[src/rtl/pow_pipe_pkg.sv]
`default_nettype none
// ============================================================================
// Module   : pow_pipe_pkg
// Brief    : Shared helpers for the pow_n_pipe_flow pipeline: exponent
//            saturation and stage-record field widths.
// Revision : 1.0 - initial release
// ============================================================================
package pow_pipe_pkg;

    // Width of the raw acc*base product; its upper half flags overflow.
    function automatic int unsigned prod_w(input int unsigned w);
        return 2 * w;
    endfunction

    // Width of the occupancy counter for a given exponent field width.
    function automatic int unsigned occ_w(input int unsigned ew);
        return ew + 1;
    endfunction

    function automatic int unsigned sat_exp(input int unsigned e, input int unsigned n);
        return (e > n) ? n : e;
    endfunction

endpackage
`default_nettype wire

[src/rtl/pow_pipe_stage.sv]
`default_nettype none
// ============================================================================
// Module   : pow_pipe_stage
// Brief    : One register stage Si (i>=1): multiplies the accumulator by the
//            base while the remaining exponent exceeds the stage index.
// Revision : 1.0 - initial release
// ============================================================================
module pow_pipe_stage
    import pow_pipe_pkg::*;
#(
    parameter int W  = 8,
    parameter int EW = 3,
    parameter int I  = 1
) (
    input  logic          clk,
    input  logic          rst_n,
    input  logic          ld,
    input  logic          in_vld,
    input  logic [W-1:0]  in_base,
    input  logic [EW-1:0] in_exp,
    input  logic [W-1:0]  in_acc,
    input  logic          in_ovf,
    output logic          out_vld,
    output logic [W-1:0]  out_base,
    output logic [EW-1:0] out_exp,
    output logic [W-1:0]  out_acc,
    output logic          out_ovf
);

    localparam int PW = int'(prod_w(W));

    logic [PW-1:0] w_prod;
    logic          vld_d,  vld_q;
    logic [W-1:0]  base_d, base_q;
    logic [EW-1:0] exp_d,  exp_q;
    logic [W-1:0]  acc_d,  acc_q;
    logic          ovf_d,  ovf_q;

    always_comb begin
        w_prod = PW'(in_acc) * PW'(in_base);
        vld_d  = vld_q;
        base_d = base_q;
        exp_d  = exp_q;
        acc_d  = acc_q;
        ovf_d  = ovf_q;
        if (ld) begin
            vld_d  = in_vld;
            base_d = in_base;
            exp_d  = in_exp;
            if (in_exp > EW'(I)) begin
                acc_d = w_prod[W-1:0];
                ovf_d = in_ovf | (|w_prod[PW-1:W]);
            end else begin
                acc_d = in_acc;
                ovf_d = in_ovf;
            end
        end
    end

    always_ff @(posedge clk or negedge rst_n) begin
        if (!rst_n) begin
            vld_q <= 1'b0;
        end else begin
            vld_q <= vld_d;
        end
    end

    // Payload is meaningless while vld is clear, so it carries no reset.
    always_ff @(posedge clk) begin
        base_q <= base_d;
        exp_q  <= exp_d;
        acc_q  <= acc_d;
        ovf_q  <= ovf_d;
    end

    assign out_vld  = vld_q;
    assign out_base = base_q;
    assign out_exp  = exp_q;
    assign out_acc  = acc_q;
    assign out_ovf  = ovf_q;

endmodule
`default_nettype wire

[src/rtl/pow_n_pipe_flow.sv]
`default_nettype none
// ============================================================================
// Module   : pow_n_pipe_flow
// Brief    : N-stage bubble-collapsing pipeline computing arg**min(exp,N)
//            modulo 2**W with overflow flag and valid/ready flow control.
// Revision : 1.0 - initial release
// ============================================================================
module pow_n_pipe_flow
    import pow_pipe_pkg::*;
#(
    parameter int W  = 8,
    parameter int N  = 5,
    parameter int EW = 3
) (
    input  logic          clk,
    input  logic          rst_n,
    input  logic          clk_en,
    input  logic          arg_vld,
    output logic          arg_rdy,
    input  logic [W-1:0]  arg,
    input  logic [EW-1:0] exp,
    output logic          res_vld,
    input  logic          res_rdy,
    output logic [W-1:0]  res,
    output logic          res_ovf,
    output logic [EW:0]   occ
);

    localparam int OW = int'(occ_w(EW));

    logic [N-1:0]  vld;
    logic [N-1:0]  ovf;
    logic [W-1:0]  base [N];
    logic [W-1:0]  acc  [N];
    logic [EW-1:0] xp   [N];

    logic [N-1:0]  w_can;
    logic [N-1:0]  w_ld;
    logic [EW-1:0] w_exp_sat;
    logic [OW-1:0] w_occ;
    logic          w_unused_tail;

    // A stage may load if it is empty or its content leaves this edge; any
    // bubble downstream therefore lets everything behind it close up.
    always_comb begin : p_can
        logic c;
        c = !vld[N-1] || res_rdy;
        w_can = '0;
        w_can[N-1] = c;
        for (int j = N - 2; j >= 0; j--) begin
            c = !vld[j] || c;
            w_can[j] = c;
        end
    end

    assign w_ld    = {N{clk_en}} & w_can;
    assign arg_rdy = w_can[0];

    logic          s0_vld_d,  s0_vld_q;
    logic [W-1:0]  s0_base_d, s0_base_q;
    logic [EW-1:0] s0_exp_d,  s0_exp_q;
    logic [W-1:0]  s0_acc_d,  s0_acc_q;

    always_comb begin
        w_exp_sat = EW'(sat_exp(32'(exp), N));
        s0_vld_d  = s0_vld_q;
        s0_base_d = s0_base_q;
        s0_exp_d  = s0_exp_q;
        s0_acc_d  = s0_acc_q;
        if (w_ld[0]) begin
            s0_vld_d  = arg_vld;
            s0_base_d = arg;
            s0_exp_d  = w_exp_sat;
            s0_acc_d  = (w_exp_sat == '0) ? W'(1) : arg;
        end
    end

    always_ff @(posedge clk or negedge rst_n) begin
        if (!rst_n) begin
            s0_vld_q <= 1'b0;
        end else begin
            s0_vld_q <= s0_vld_d;
        end
    end

    always_ff @(posedge clk) begin
        s0_base_q <= s0_base_d;
        s0_exp_q  <= s0_exp_d;
        s0_acc_q  <= s0_acc_d;
    end

    assign vld[0]  = s0_vld_q;
    assign base[0] = s0_base_q;
    assign xp[0]   = s0_exp_q;
    assign acc[0]  = s0_acc_q;
    assign ovf[0]  = 1'b0;

    for (genvar i = 1; i < N; i++) begin : g_stage
        pow_pipe_stage #(
            .W  (W),
            .EW (EW),
            .I  (i)
        ) u_stage (
            .clk      (clk),
            .rst_n    (rst_n),
            .ld       (w_ld[i]),
            .in_vld   (vld[i-1]),
            .in_base  (base[i-1]),
            .in_exp   (xp[i-1]),
            .in_acc   (acc[i-1]),
            .in_ovf   (ovf[i-1]),
            .out_vld  (vld[i]),
            .out_base (base[i]),
            .out_exp  (xp[i]),
            .out_acc  (acc[i]),
            .out_ovf  (ovf[i])
        );
    end

    always_comb begin
        w_occ = '0;
        for (int j = 0; j < N; j++) begin
            w_occ = w_occ + OW'(vld[j]);
        end
    end

    assign occ     = w_occ;
    assign res_vld = vld[N-1];
    assign res     = acc[N-1];
    assign res_ovf = ovf[N-1];

    // Base and exponent are not needed once a record reaches the tail.
    assign w_unused_tail = ^{base[N-1], xp[N-1]};

endmodule
`default_nettype wire

[config.mk]
export PLATFORM = sky130hd
export DESIGN_NAME = pow_n_pipe_flow
export DESIGN_NICKNAME = d
export VERILOG_FILES = /design/src/rtl/pow_pipe_pkg.sv /design/src/rtl/pow_pipe_stage.sv /design/src/rtl/pow_n_pipe_flow.sv
export SDC_FILE = /design/constraint.sdc
export NUM_CORES = 1
export LEC_CHECK = 0
export CAP_MARGIN = 20
export CORE_AREA = 2 2 131 164
export DETAILED_ROUTE_END_ITERATION = 8
export DIE_AREA = 0 0 133 166
export DONT_BUFFER_PORTS = 1
export HOLD_SLACK_MARGIN = 0.12
export PLACE_DENSITY_LB_ADDON = 0.2
export SYNTH_ARGS = -nofsm -noshare
export SYNTH_HDL_FRONTEND = slang
export SYNTH_SLANG_ARGS = --single-unit
[constraint.sdc]
create_clock -name clk -period 8.93 [get_ports clk]
set_clock_uncertainty 0.2 [all_clocks]
set_input_delay 0 -clock clk [delete_from_list [all_inputs] [get_ports clk]]
set_output_delay 0 -clock clk [all_outputs]
set_load 0.005 [all_outputs]
==> results.json <==
{
  "root_buffer": "clkbuf_16",
  "fin_crit_ps": 5149,
  "min_path_type": "in2reg",
  "clock_path_buffers": 2,
  "worstPathCellList": "and2_1 > fa_1 > inv_1 > fa_1 > inv_1 > fa_1 > inv_1 > fa_1 > inv_1 > ha_1 > and3_1 > a221oi_1 > nor2_1 > a2111oi_0 > a41oi_1",
  "slowest_stage": "edfxtp_1",
  "drt-total-wl_um": 25960,
  "critical_path_class": "reg2reg",
  "tns_ps": 0,
  "arrival_ps": 5030,
  "crit_path_start_kind": "register",
  "syn_to_final_growth_pct": 7.038,
  "avgRoutedWirePerCell_um": 17.06,
  "syn_inst": 1226,
  "antenna_found_initial": 0,
  "gr-total-overflow": 0,
  "fmax_ghz": 0.1942,
  "dr.pass1.iters": 6,
  "synth-main-ff-cell": "edfxtp_1",
  "track_usage_pct": 24.70,
  "dp_hpwl_um": 20410,
  "start_util_pct": 58.78,
  "synth_edf_count": 88,
  "design.die.area_um2": 22080,
  "clock-sinks": 93,
  "place_congestion": 0.9219,
  "max_stage_delay_ps": 580,
  "finalHoldViolations": 0,
  "ant_nets": 0,
  "pre_cts_ws_ps": 3786,
  "drive_gt1_share_pct": 4.167,
  "critPathTopFamily": "adder cells",
  "slew_violations": 0,
  "drc": 0,
  "synth_cell_types": 71,
  "cap_violations": 0,
  "grt_max_degree": 22,
  "tightest_slew_ps": 934.3,
  "crit_buf_inv": 4,
  "reg2regPathDepth": 15,
  "synth-seq-cells": 93,
  "rsz0062_at_grt": "false",
  "ys_warn_count": 0,
  "syn_area_um2": 12110,
  "ys_seq_area_share_pct": 22.86,
  "dp_cells": 1476,
  "cts_buffers": 9,
  "final_cell_mix": "229 x inv_1, 163 x and2_1, 146 x fa_1, 145 x ha_1, 117 x nand2_1",
  "final_common_cell": "inv_1",
  "rows": 59,
  "ctsResizeCount": 0,
  "fp.dieH_um": 166,
  "crit_fanout": 9,
  "drt_iter0_drc": 482,
  "grt_pass1_vias": 8809,
  "worst-path-stages": 15,
  "postSynth.asyncResetShare_pct": 5.376,
  "finalSetupViolations": 0,
  "post_cts_buffers": 0,
  "syn_area_per_cell_um2": 9.875,
  "cts_tree": "done",
  "finalNonFillerCells": 1522,
  "worst_hold_slack_ps": 144.8,
  "via_per_inst": 5.561,
  "status": "finished clean",
  "setup_slack_ps": 3781,
  "die_x_um": 133,
  "critPathRequiredTime_ps": 8810,
  "htreeDepth": 3,
  "fin_crit_sh_pct": 57.66,
  "min_path_cells": 1,
  "pin_count": 31,
  "portBuffers": 0,
  "maxSlewHeadroom_pct": 37.71,
  "num_vias": 8464,
  "cts_hold_repair.buffers": 26,
  "end_kind": "register",
  "path_clk_slew_ps": 70,
  "coreArea_um2": 20600,
  "syn_nets": 1533,
  "diodes": 0,
  "grt_pass1_wl_um": 43250,
  "insertion_delay_ps": 350,
  "finalNetCount": 1550
}
==> stage by stage <==
stage                     instance area [um2]  utilization [%]
after floorplan                         12110                -
after global placement                  12330            59.89
after detailed placement                12330            59.89
after CTS                               12890            62.58
after global routing                    12960            62.92
final                                   12960            62.92
==> cells in the mapped netlist (all sizes together) (10+ instances only) <==
master  number  area [um2]
mux2        16       180.2
fa         146        2923
clkbuf      16       60.06
buf         10       72.56
ha         145        1814
a21oi       31       162.7
edfxtp      88        2643
nor2b       13       81.33
nor2        31       116.4
o21ai       32       160.1
nand2      117       439.2
and2       163        1020
a21o        14       105.1
nor3        16       80.08
nand2b      10       62.56
a211oi      15       137.6
inv        229       859.6
xnor2       15       131.4
==> cells by family after synthesis <==
group	count (synthesis)	synth area share [%]
other cells	1	0.03097
flops	93	22.86
compound gates	154	9.229
fa+ha+maj	291	39.13
mux	23	2.067
simple gates	385	16.75
xor+xnor	24	1.736
buf+inv	255	8.195
==> flip-flops by register name, summed over array words and instances (netlist names) <==
register                  count
g_stage.u_stage.out_ovf       4
s0_vld_q                      1
g_stage.u_stage.out_exp       9
g_stage.u_stage.out_vld       4
s0_acc_q                      8
g_stage.u_stage.out_base     24
s0_exp_q                      3
g_stage.u_stage.out_acc      32
s0_base_q                     8
==> final timing paths <==
path,start,to,slack [ps]
worst min register to register,s0_exp_q[0]$_DFFE_PP_,g_stage[1].u_stage.out_exp[0]$_DFFE_PP_,220
max in group asynchronous,rst_n,g_stage[1].u_stage.out_vld$_DFFE_PN0P_,8040
worst max-delay path,g_stage[2].u_stage.out_base[3]$_DFFE_PP_,g_stage[3].u_stage.out_ovf$_DFFE_PP_,3780
worst max register to register,g_stage[2].u_stage.out_base[3]$_DFFE_PP_,g_stage[3].u_stage.out_ovf$_DFFE_PP_,3780
min in group asynchronous,rst_n,g_stage[3].u_stage.out_vld$_DFFE_PN0P_,290
worst min-delay path,clk_en,g_stage[1].u_stage.out_acc[1]$_DFFE_PP_,140
==> layout make-up <==
class / count / area, um2
clock buffers: 11 / 232.7
clock inverters: 5 / 61.31
fillers: 1711 / 7637
inverters: 229 / 859.6
multi-input cells: 878 / 8349
flip-flops and latches: 93 / 2768
well taps: 274 / 342.8
repair buffers: 32 / 345.3
==> per-layer routing <==
layer | track usage, % | vias up | share of wire [%]
met5 | 0 | - | 0
met4 | 6.826 | 0 | 2.4
met3 | 2.991 | 39 | 2.9
met2 | 44.92 | 169 | 53
met1 | 30.93 | 4226 | 41
li1 | - | 4030 | -
Power is left out: the tool's default activity adds up to more than one toggle a clock period on the data nets, which glitch-free logic cannot reach.
